**config.mk**
```make
export PLATFORM = sky130hd
export DESIGN_NAME = cp0_exc_unit_flat
export DESIGN_NICKNAME = d
export VERILOG_FILES = /design/src/rtl/cp0_exc_unit_if.sv /design/src/rtl/cp0_exc_unit.sv /design/src/flat_wrapper.sv
export SDC_FILE = /design/constraint.sdc
export NUM_CORES = 1
export LEC_CHECK = 0
export CAP_MARGIN = 20
export CORE_ASPECT_RATIO = 1.2
export CORE_MARGIN = 2
export CORE_UTILIZATION = 35
export DETAILED_ROUTE_END_ITERATION = 16
export PLACE_DENSITY_LB_ADDON = 0.3
export SLEW_MARGIN = 15
export SYNTH_ARGS = -nofsm -noshare
export SYNTH_HDL_FRONTEND = slang
export SYNTH_SLANG_ARGS = --single-unit
```
**constraint.sdc**
```tcl
create_clock -name clk -period 3.35 [get_ports clk]
set_input_delay 0.8375 -clock clk [delete_from_list [all_inputs] [get_ports clk]]
set_output_delay 0.8375 -clock clk [all_outputs]
set_load 0.03 [all_outputs]
```
**src/rtl/cp0_exc_unit_if.sv**
```systemverilog
// CP0 access bundle between the writeback stage (master) and the CP0 unit (slave).
// Carries MTC0/MFC0, exception/ERET commit and the status outputs back to the pipeline.
`timescale 1ns/1ps
interface cp0_exc_unit_if #(
   parameter int unsigned WIDTH = 32
);
   logic             we;
   logic [4:0]       waddr;
   logic [WIDTH-1:0] wdata;
   logic [4:0]       raddr;
   logic [WIDTH-1:0] rdata;
   logic [5:0]       hw_int;
   logic             exc_valid;
   logic [4:0]       exc_code;
   logic             exc_bd;
   logic [WIDTH-1:0] exc_pc;
   logic             exc_badv_valid;
   logic [WIDTH-1:0] exc_badvaddr;
   logic             eret;
   logic [WIDTH-1:0] epc_out;
   logic [WIDTH-1:0] exc_target;
   logic             int_pending;
   logic             kernel_mode;
   logic             timer_int;

   modport master (
      output we, waddr, wdata, raddr, hw_int, exc_valid, exc_code, exc_bd,
             exc_pc, exc_badv_valid, exc_badvaddr, eret,
      input  rdata, epc_out, exc_target, int_pending, kernel_mode, timer_int
   );

   modport slave (
      input  we, waddr, wdata, raddr, hw_int, exc_valid, exc_code, exc_bd,
             exc_pc, exc_badv_valid, exc_badvaddr, eret,
      output rdata, epc_out, exc_target, int_pending, kernel_mode, timer_int
   );
endinterface

```
**src/rtl/cp0_exc_unit.sv**
```systemverilog
// MIPS CP0 registers, exception/ERET commit, divided Count/Compare timer and interrupt masking.
// All state updates in one cycle, MFC0 read is combinational; no backpressure (one commit per cycle).
`timescale 1ns/1ps
module cp0_exc_unit #(
   parameter int unsigned      WIDTH      = 32,
   parameter int unsigned      COUNT_DIV  = 2,
   parameter logic [WIDTH-1:0] PRID_VALUE = 32'h0000_4220,
   parameter logic [WIDTH-1:0] CONFIG_RST = 32'h0000_8000,
   parameter logic [WIDTH-1:0] EXC_VECTOR = 32'hBFC0_0380
) (
   input logic           clk,
   input logic           rst,
   cp0_exc_unit_if.slave cp0_if
);

   localparam logic [4:0] REG_BADV    = 5'd8;
   localparam logic [4:0] REG_COUNT   = 5'd9;
   localparam logic [4:0] REG_COMPARE = 5'd11;
   localparam logic [4:0] REG_STATUS  = 5'd12;
   localparam logic [4:0] REG_CAUSE   = 5'd13;
   localparam logic [4:0] REG_EPC     = 5'd14;
   localparam logic [4:0] REG_PRID    = 5'd15;
   localparam logic [4:0] REG_CONFIG  = 5'd16;

   localparam int unsigned     DIV_W    = (COUNT_DIV > 1) ? $clog2(COUNT_DIV) : 1;
   localparam logic [DIV_W-1:0] DIV_LAST = DIV_W'(COUNT_DIV - 1);

   logic [WIDTH-1:0] badv_q, badv_d;
   logic [WIDTH-1:0] count_q, count_d;
   logic [WIDTH-1:0] compare_q, compare_d;
   logic [WIDTH-1:0] epc_q, epc_d;
   logic [WIDTH-1:0] config_q, config_d;
   logic [7:0]       im_q, im_d;
   logic             exl_q, exl_d;
   logic             ie_q, ie_d;
   logic [5:0]       hw_ip_q, hw_ip_d;
   logic [1:0]       sw_ip_q, sw_ip_d;
   logic             bd_q, bd_d;
   logic             ti_q, ti_d;
   logic [4:0]       exc_code_q, exc_code_d;
   logic [DIV_W-1:0] div_q, div_d;

   logic             wr_count, wr_compare, wr_status, wr_cause, wr_epc, wr_config;
   logic             tick;
   logic [WIDTH-1:0] count_inc;
   logic [7:0]       ip_full;
   logic [31:0]      status_word, cause_word;
   logic [WIDTH-1:0] rdata;

   assign wr_count   = cp0_if.we && (cp0_if.waddr == REG_COUNT);
   assign wr_compare = cp0_if.we && (cp0_if.waddr == REG_COMPARE);
   assign wr_status  = cp0_if.we && (cp0_if.waddr == REG_STATUS);
   assign wr_cause   = cp0_if.we && (cp0_if.waddr == REG_CAUSE);
   assign wr_epc     = cp0_if.we && (cp0_if.waddr == REG_EPC);
   assign wr_config  = cp0_if.we && (cp0_if.waddr == REG_CONFIG);

   assign tick      = (div_q == DIV_LAST);
   assign count_inc = count_q + WIDTH'(1);
   assign hw_ip_d   = cp0_if.hw_int;

   // Timer: a Count load restarts the divider and never raises TI; a Compare write always clears TI.
   always_comb begin
      div_d     = tick ? '0 : div_q + DIV_W'(1);
      count_d   = tick ? count_inc : count_q;
      compare_d = compare_q;
      ti_d      = ti_q;
      if (wr_count) begin
         div_d   = '0;
         count_d = cp0_if.wdata;
      end else if (tick && (count_inc == compare_q)) begin
         ti_d = 1'b1;
      end
      if (wr_compare) begin
         compare_d = cp0_if.wdata;
         ti_d      = 1'b0;
      end
   end

   // Later assignments win: MTC0, then ERET, then exception on the fields they share.
   always_comb begin
      im_d       = im_q;
      ie_d       = ie_q;
      exl_d      = exl_q;
      sw_ip_d    = sw_ip_q;
      bd_d       = bd_q;
      exc_code_d = exc_code_q;
      epc_d      = epc_q;
      badv_d     = badv_q;
      config_d   = config_q;
      if (wr_status) begin
         im_d  = cp0_if.wdata[15:8];
         exl_d = cp0_if.wdata[1];
         ie_d  = cp0_if.wdata[0];
      end
      if (wr_cause) begin
         sw_ip_d = cp0_if.wdata[9:8];
      end
      if (wr_epc) begin
         epc_d = cp0_if.wdata;
      end
      if (wr_config) begin
         config_d = cp0_if.wdata;
      end
      if (cp0_if.eret) begin
         exl_d = 1'b0;
      end
      if (cp0_if.exc_valid) begin
         exl_d      = 1'b1;
         exc_code_d = cp0_if.exc_code;
         // Nested exceptions keep the original return address and BD flag.
         if (!exl_q) begin
            epc_d = cp0_if.exc_bd ? cp0_if.exc_pc - WIDTH'(4) : cp0_if.exc_pc;
            bd_d  = cp0_if.exc_bd;
         end
         if (cp0_if.exc_badv_valid) begin
            badv_d = cp0_if.exc_badvaddr;
         end
      end
   end

   always_ff @(posedge clk) begin
      if (rst) begin
         badv_q     <= '0;
         count_q    <= '0;
         compare_q  <= '0;
         epc_q      <= '0;
         config_q   <= CONFIG_RST;
         im_q       <= '0;
         exl_q      <= 1'b1;
         ie_q       <= 1'b0;
         hw_ip_q    <= '0;
         sw_ip_q    <= '0;
         bd_q       <= 1'b0;
         ti_q       <= 1'b0;
         exc_code_q <= '0;
         div_q      <= '0;
      end else begin
         badv_q     <= badv_d;
         count_q    <= count_d;
         compare_q  <= compare_d;
         epc_q      <= epc_d;
         config_q   <= config_d;
         im_q       <= im_d;
         exl_q      <= exl_d;
         ie_q       <= ie_d;
         hw_ip_q    <= hw_ip_d;
         sw_ip_q    <= sw_ip_d;
         bd_q       <= bd_d;
         ti_q       <= ti_d;
         exc_code_q <= exc_code_d;
         div_q      <= div_d;
      end
   end

   // IP7 is shared between hardware line 5 and the timer.
   assign ip_full     = {hw_ip_q[5] | ti_q, hw_ip_q[4:0], sw_ip_q};
   assign status_word = {9'd0, 1'b1, 6'd0, im_q, 6'd0, exl_q, ie_q};
   assign cause_word  = {bd_q, ti_q, 14'd0, ip_full, 1'b0, exc_code_q, 2'b00};

   always_comb begin
      rdata = '0;
      case (cp0_if.raddr)
         REG_BADV:    rdata = badv_q;
         REG_COUNT:   rdata = count_q;
         REG_COMPARE: rdata = compare_q;
         REG_STATUS:  rdata = WIDTH'(status_word);
         REG_CAUSE:   rdata = WIDTH'(cause_word);
         REG_EPC:     rdata = epc_q;
         REG_PRID:    rdata = PRID_VALUE;
         REG_CONFIG:  rdata = config_q;
         default:     rdata = '0;
      endcase
   end

   assign cp0_if.rdata       = rdata;
   assign cp0_if.epc_out     = epc_q;
   assign cp0_if.exc_target  = EXC_VECTOR;
   assign cp0_if.int_pending = ie_q & ~exl_q & (|(ip_full & im_q));
   assign cp0_if.kernel_mode = exl_q;
   assign cp0_if.timer_int   = ti_q;

endmodule

```
**src/flat_wrapper.sv**
```systemverilog
// flat-port wrapper written by rule: the top's interface ports become plain ports
module cp0_exc_unit_flat 
#(
   parameter int unsigned      WIDTH      = 32,
   parameter int unsigned      COUNT_DIV  = 2,
   parameter logic [WIDTH-1:0] PRID_VALUE = 32'h0000_4220,
   parameter logic [WIDTH-1:0] CONFIG_RST = 32'h0000_8000,
   parameter logic [WIDTH-1:0] EXC_VECTOR = 32'hBFC0_0380
)
  (clk, rst, cp0_if_we, cp0_if_waddr, cp0_if_wdata, cp0_if_raddr, cp0_if_hw_int, cp0_if_exc_valid, cp0_if_exc_code, cp0_if_exc_bd, cp0_if_exc_pc, cp0_if_exc_badv_valid, cp0_if_exc_badvaddr, cp0_if_eret, cp0_if_rdata, cp0_if_epc_out, cp0_if_exc_target, cp0_if_int_pending, cp0_if_kernel_mode, cp0_if_timer_int);
  cp0_exc_unit_if #(.WIDTH(WIDTH)) cp0_if_i ();
  input logic clk;
  input logic rst;
  input wire logic [$bits(cp0_if_i.we)-1:0] cp0_if_we;
  input wire logic [$bits(cp0_if_i.waddr)-1:0] cp0_if_waddr;
  input wire logic [$bits(cp0_if_i.wdata)-1:0] cp0_if_wdata;
  input wire logic [$bits(cp0_if_i.raddr)-1:0] cp0_if_raddr;
  input wire logic [$bits(cp0_if_i.hw_int)-1:0] cp0_if_hw_int;
  input wire logic [$bits(cp0_if_i.exc_valid)-1:0] cp0_if_exc_valid;
  input wire logic [$bits(cp0_if_i.exc_code)-1:0] cp0_if_exc_code;
  input wire logic [$bits(cp0_if_i.exc_bd)-1:0] cp0_if_exc_bd;
  input wire logic [$bits(cp0_if_i.exc_pc)-1:0] cp0_if_exc_pc;
  input wire logic [$bits(cp0_if_i.exc_badv_valid)-1:0] cp0_if_exc_badv_valid;
  input wire logic [$bits(cp0_if_i.exc_badvaddr)-1:0] cp0_if_exc_badvaddr;
  input wire logic [$bits(cp0_if_i.eret)-1:0] cp0_if_eret;
  output wire logic [$bits(cp0_if_i.rdata)-1:0] cp0_if_rdata;
  output wire logic [$bits(cp0_if_i.epc_out)-1:0] cp0_if_epc_out;
  output wire logic [$bits(cp0_if_i.exc_target)-1:0] cp0_if_exc_target;
  output wire logic [$bits(cp0_if_i.int_pending)-1:0] cp0_if_int_pending;
  output wire logic [$bits(cp0_if_i.kernel_mode)-1:0] cp0_if_kernel_mode;
  output wire logic [$bits(cp0_if_i.timer_int)-1:0] cp0_if_timer_int;
  assign cp0_if_i.we = cp0_if_we;
  assign cp0_if_i.waddr = cp0_if_waddr;
  assign cp0_if_i.wdata = cp0_if_wdata;
  assign cp0_if_i.raddr = cp0_if_raddr;
  assign cp0_if_i.hw_int = cp0_if_hw_int;
  assign cp0_if_i.exc_valid = cp0_if_exc_valid;
  assign cp0_if_i.exc_code = cp0_if_exc_code;
  assign cp0_if_i.exc_bd = cp0_if_exc_bd;
  assign cp0_if_i.exc_pc = cp0_if_exc_pc;
  assign cp0_if_i.exc_badv_valid = cp0_if_exc_badv_valid;
  assign cp0_if_i.exc_badvaddr = cp0_if_exc_badvaddr;
  assign cp0_if_i.eret = cp0_if_eret;
  assign cp0_if_rdata = cp0_if_i.rdata;
  assign cp0_if_epc_out = cp0_if_i.epc_out;
  assign cp0_if_exc_target = cp0_if_i.exc_target;
  assign cp0_if_int_pending = cp0_if_i.int_pending;
  assign cp0_if_kernel_mode = cp0_if_i.kernel_mode;
  assign cp0_if_timer_int = cp0_if_i.timer_int;
  cp0_exc_unit #(.WIDTH(WIDTH), .COUNT_DIV(COUNT_DIV), .PRID_VALUE(PRID_VALUE), .CONFIG_RST(CONFIG_RST), .EXC_VECTOR(EXC_VECTOR)) u_core (.clk(clk), .rst(rst), .cp0_if(cp0_if_i));
endmodule
```
; After elaboration in Yosys (flattened, before gate mapping)
; Cells that the tools add are included.
[totals]
regBits = 186
in_bits = 124
output_inout_bits = 99
[op_classes]
add_sub_neg = 3
n_eq_ne = 15
n_mux = 9
n_bitwise = 6
reduce_logical = 16
[ops]
columns = operator, count
row1 = case mux 32 bit (8 select lines), 1
row2 = 2-to-1 mux 32 bit, 6
row3 = equality test 5 x 4 -> 1 bit (second input constant), 12
row4 = adder 32 x 1 -> 32 bit (second input constant), 1
row5 = equality test 32 bit, 1
row6 = subtractor 32 x 3 -> 32 bit (second input constant), 1
row7 = equality test 5 bit (second input constant), 2
row8 = AND 8 bit, 1
row9 = OR reduction 8 bit, 1
row10 = logical AND 1 bit, 7
row11 = AND reduction 2 bit, 3
row12 = nonzero test 2 bit, 2
row13 = OR reduction 2 bit, 2
row14 = OR reduction 3 bit, 1
row15 = AND 1 bit, 2
row16 = 2-to-1 mux 1 bit, 2
row17 = inverter 1 bit, 2
row18 = adder 1 bit (second input constant), 1
row19 = bitwise OR 1 bit, 1

; Logic depth before layout (Yosys ltp)
[depth]
word_depth = 5
mapped_depth = 10
mapped_depth_nobuf = 9

; Worst setup path after synthesis
; Ideal clock, no wire load.
[synth_path]
path_kind = input-to-output
start = input port cp0_if_raddr[1]
end = output port cp0_if_rdata[0]
arrival_time_ns = 2.481
slack_ns = 0.032
path_stages = 5
n_path_buf = 3
cell_sequence = clkbuf_1 buf_1 clkbuf_1 mux2i_1 o211ai_1
[synth_between]
elab_chain_cells = 2
elab_cells_between_ends = 9
classes_between = eq/ne (8) / mux (1)
[synth_rtl]
columns = item, line
row1 = from (decl), flat_wrapper.sv:17  ; input wire logic [$bits(cp0_if_i.raddr)-1:0] cp0_if_raddr;
row2 = equality test 5 bit / equality test 5 x 4 -> 1 bit (equally long branches), cp0_exc_unit.sv:162  ; case (cp0_if.raddr)
row3 = case mux 32 bit (8 select lines) (*), cp0_exc_unit.sv:162
row4 = to (decl), flat_wrapper.sv:26  ; output wire logic [$bits(cp0_if_i.rdata)-1:0] cp0_if_rdata;
; Every way passes the cells marked *; elsewhere a longest branch is shown, timed or not.

; Worst setup path in the final report
[layout_path]
start = input port cp0_if_raddr[1]
end = output port cp0_if_rdata[2]
; The elaborated chain is that of the path after synthesis.

==> qor.yml <==
route:
  detail-route-antenna-nets: 0
  drc: 0
  routed_via_density: 5.34
  top_layer_used: "met4"
  met2_length_mm: 17.4
  first_iter_violations: 946
  wirelength_mm: 37.5
  first_pass_iters: 6
  drt-wirelength-per-cell_um: 19.7
  wl_met3_mm: 2.59
  met1_length_mm: 16.6
  vias: 10200
timing:
  min_period_ps: 3290
  max_freq_mhz: 304
  tns_ps: 0
  slew_headroom: 0.497
  hold_ws_ps: 460
  min_period_over_period: 0.982
  fin_worst_skew_ps: 8.31
  setup_ws_ps: 59.0
  max_slew.worst_pin.slew_ps: 754
  rsz0062_at_grt: "false"
  maxSlewViolCount: 0
  setup-violations-final: 0
  hold_violations: 0
power_and_ir_drop:
  cellPowerDensity_nw_per_um2: 366
  peakVddDrop_mv: 0.313
  power.leakage_nw: 4.95
  power_mw: 5.04
floorplanning:
  core-area_um2: 29400
  die_area_um2: 31200
  io_pins: 223
  die_width_um: 162
  start_util: 0.354
  std_cell_rows: 69
  dieHeight_um: 193
synthesis:
  ys_top_cells_by_area: "dfxtp_1 36%, nand2_1 9.6%, mux2i_1 7.5%, a21oi_1 5.5%, a211oi_1 4.5%"
  synth_edf_count: 0
  ys_warn_count: 0
  ys_ff_latch: 186
  yosysTopAreaCell: "dfxtp_1"
  synth_ff_type: "dfxtp_1"
  synthCells: 1327
  synth_top_area_frac: 0.357
  ys_seq_area_frac: 0.357
  postSynth.asyncResetShare: 0
  synthTopCellsByCount: "267 x nand2_1, 186 x dfxtp_1, 114 x a21oi_1, 108 x nor2_1, 85 x clkbuf_1"
  synth_cell_types: 62
  yosysMostFrequentCell: "nand2_1"
  netlist_area_um2: 10400
  syn_area_per_cell_um2: 7.86
hold_path:
  worst_hold_startpoint: "u_core.config_q[22]"
  hp-class: "flop to flop"
setup_path:
  cp-end-kind: "primary output"
  worstSetupStartpointType: "primary input"
  worstSetupStartpoint: "cp0_if_raddr[1]"
  crit_path_max_fanout: 10
  r2r_start: "u_core.count_q[11]"
  cp_data_arrival_time_ps: 2450
  path_class: "primary input to primary output"
  crit_required_ps: 2510
  ff2ff_setup_slack_ps: 460
clocking:
  cts_tree: "built"
  cts_root_buffer: "clkbuf_16"
  clk_path_buf_depth: 2
  clkLatencyLatePin_ps: 440
  h-tree-depth: 4
  cts.sinks: 186
  cts_hold_buffers: 0
  clkSlewWorstSetupHoldPaths_ps: 70
  cts_buffers: 17
job:
  maxCapViolations: 0
global_routing:
  grt_pass1_vias: 9549
  antenna_found_initial: 1
  grt_pass1_wl_mm: 56.5
  grt_max_degree: 83
  grt_usage: 0.236
  gr-total-overflow: 0
finish:
  final_nets: 1627
  design_area_um2: 13800
  postLayoutCoreUtil: 0.468
  stdcell_count: 1907
  area_delta_synth_final_pct: 32.1
  drive_above_1_share: 0.115
outcome:
  status: "finished, final reports clean"
placed_design:
  placed_cell_area_um2: 13100
  dp_slack_ps: -226
  dp_hpwl_mm: 27.9
  place.gp.congestion: 0.951
  dp.cells: 1867
  numPortBuffers: 190
[final timing paths]
kind,to,depth (start not counted)
min reg2reg,u_core.config_q[22],2
min,u_core.config_q[22],2
max reg2reg,u_core.cp0_if.timer_int,7
max,cp0_if_rdata[2],9
[layer usage]
layer,GRT usage,vias to the layer above
li1,-,4922
met1,0.323,4780
met2,0.377,421
met3,0.0413,59
met4,0.0821,0
met5,0,-
[cell families (layout without fill, tap and decap cells)]
logic type      Yosys count  in the layout  share of synthesized area
fa+ha+maj                 2              2                    0.00240
buf+inv                 146            303                     0.0671
compound gates          274            274                      0.169
xor+xnor                 96             96                     0.0807
flops                   186            186                      0.357
simple gates            535            535                      0.240
other cells               2             35                   0.000720
mux                      86             86                     0.0835
[critical path, stage by stage]
cell and delay (ps):
buf_4 190, nor2_2 80, buf_4 140, nor4bb_4 140, buf_4 160, clkbuf_16 170, a221oi_1 450, nand2_1 90
buf_4 180
[registers in the layout (all words and copies together) (netlist names)]
signal,flops
u_core.div_q,1
u_core.sw_ip_q,2
u_core.count_q,32
u_core.im_q,8
u_core.compare_q,32
u_core.cp0_if.kernel_mode,1
u_core.cp0_if.epc_out,32
u_core.exc_code_q,5
u_core.hw_ip_q,6
u_core.badv_q,32
u_core.ie_q,1
u_core.cp0_if.timer_int,1
u_core.config_q,32
u_core.bd_q,1
[final cells by class]
class | instances | area, um^2
clock buffer | 21 | 460
inverter | 4 | 15.0
fill | 2850 | 15700
sequential | 186 | 3720
multi-input combinational | 1025 | 6150
timing repair buffer | 267 | 2810
clock inverter | 11 | 113
tap | 390 | 488
antenna | 3 | 7.51
[power breakdown]
group	total [mW]	internal, mW	leakage (nW)	switching (mW)
Sequential	2.33	2.27	1.51	0.0621
Combinational	0.713	0.318	3.17	0.396
Clock	2.00	1.07	0.267	0.920
[cells in the final DEF, fill, tap and decap left out, types with 16 or more instances in the layout]
cell and count:
mux2i_1 77, clkdlybuf4s50_1 152, a21oi_1 114, xor2_1 48, buf_4 76, o21ai_0 37, dfxtp_1 186, nand3_1 24
conb_1 32, nand2_1 266, nand4_1 22, a211oi_1 62, nor2b_1 16, nor2_1 107, clkbuf_16 21, xnor2_1 48
buf_12 28
[timing repair]
action / in CTS / in global routing
endpoints found under the setup margin: 32 / 11
setup buffers: 0 / 2
hold endpoints to repair: 0 / 0
pin swaps: 2 / 6
gates cloned: 0 / 3
gates resized for setup: 11 / 13
No activity file was read; power rests on OpenSTA's default activity.
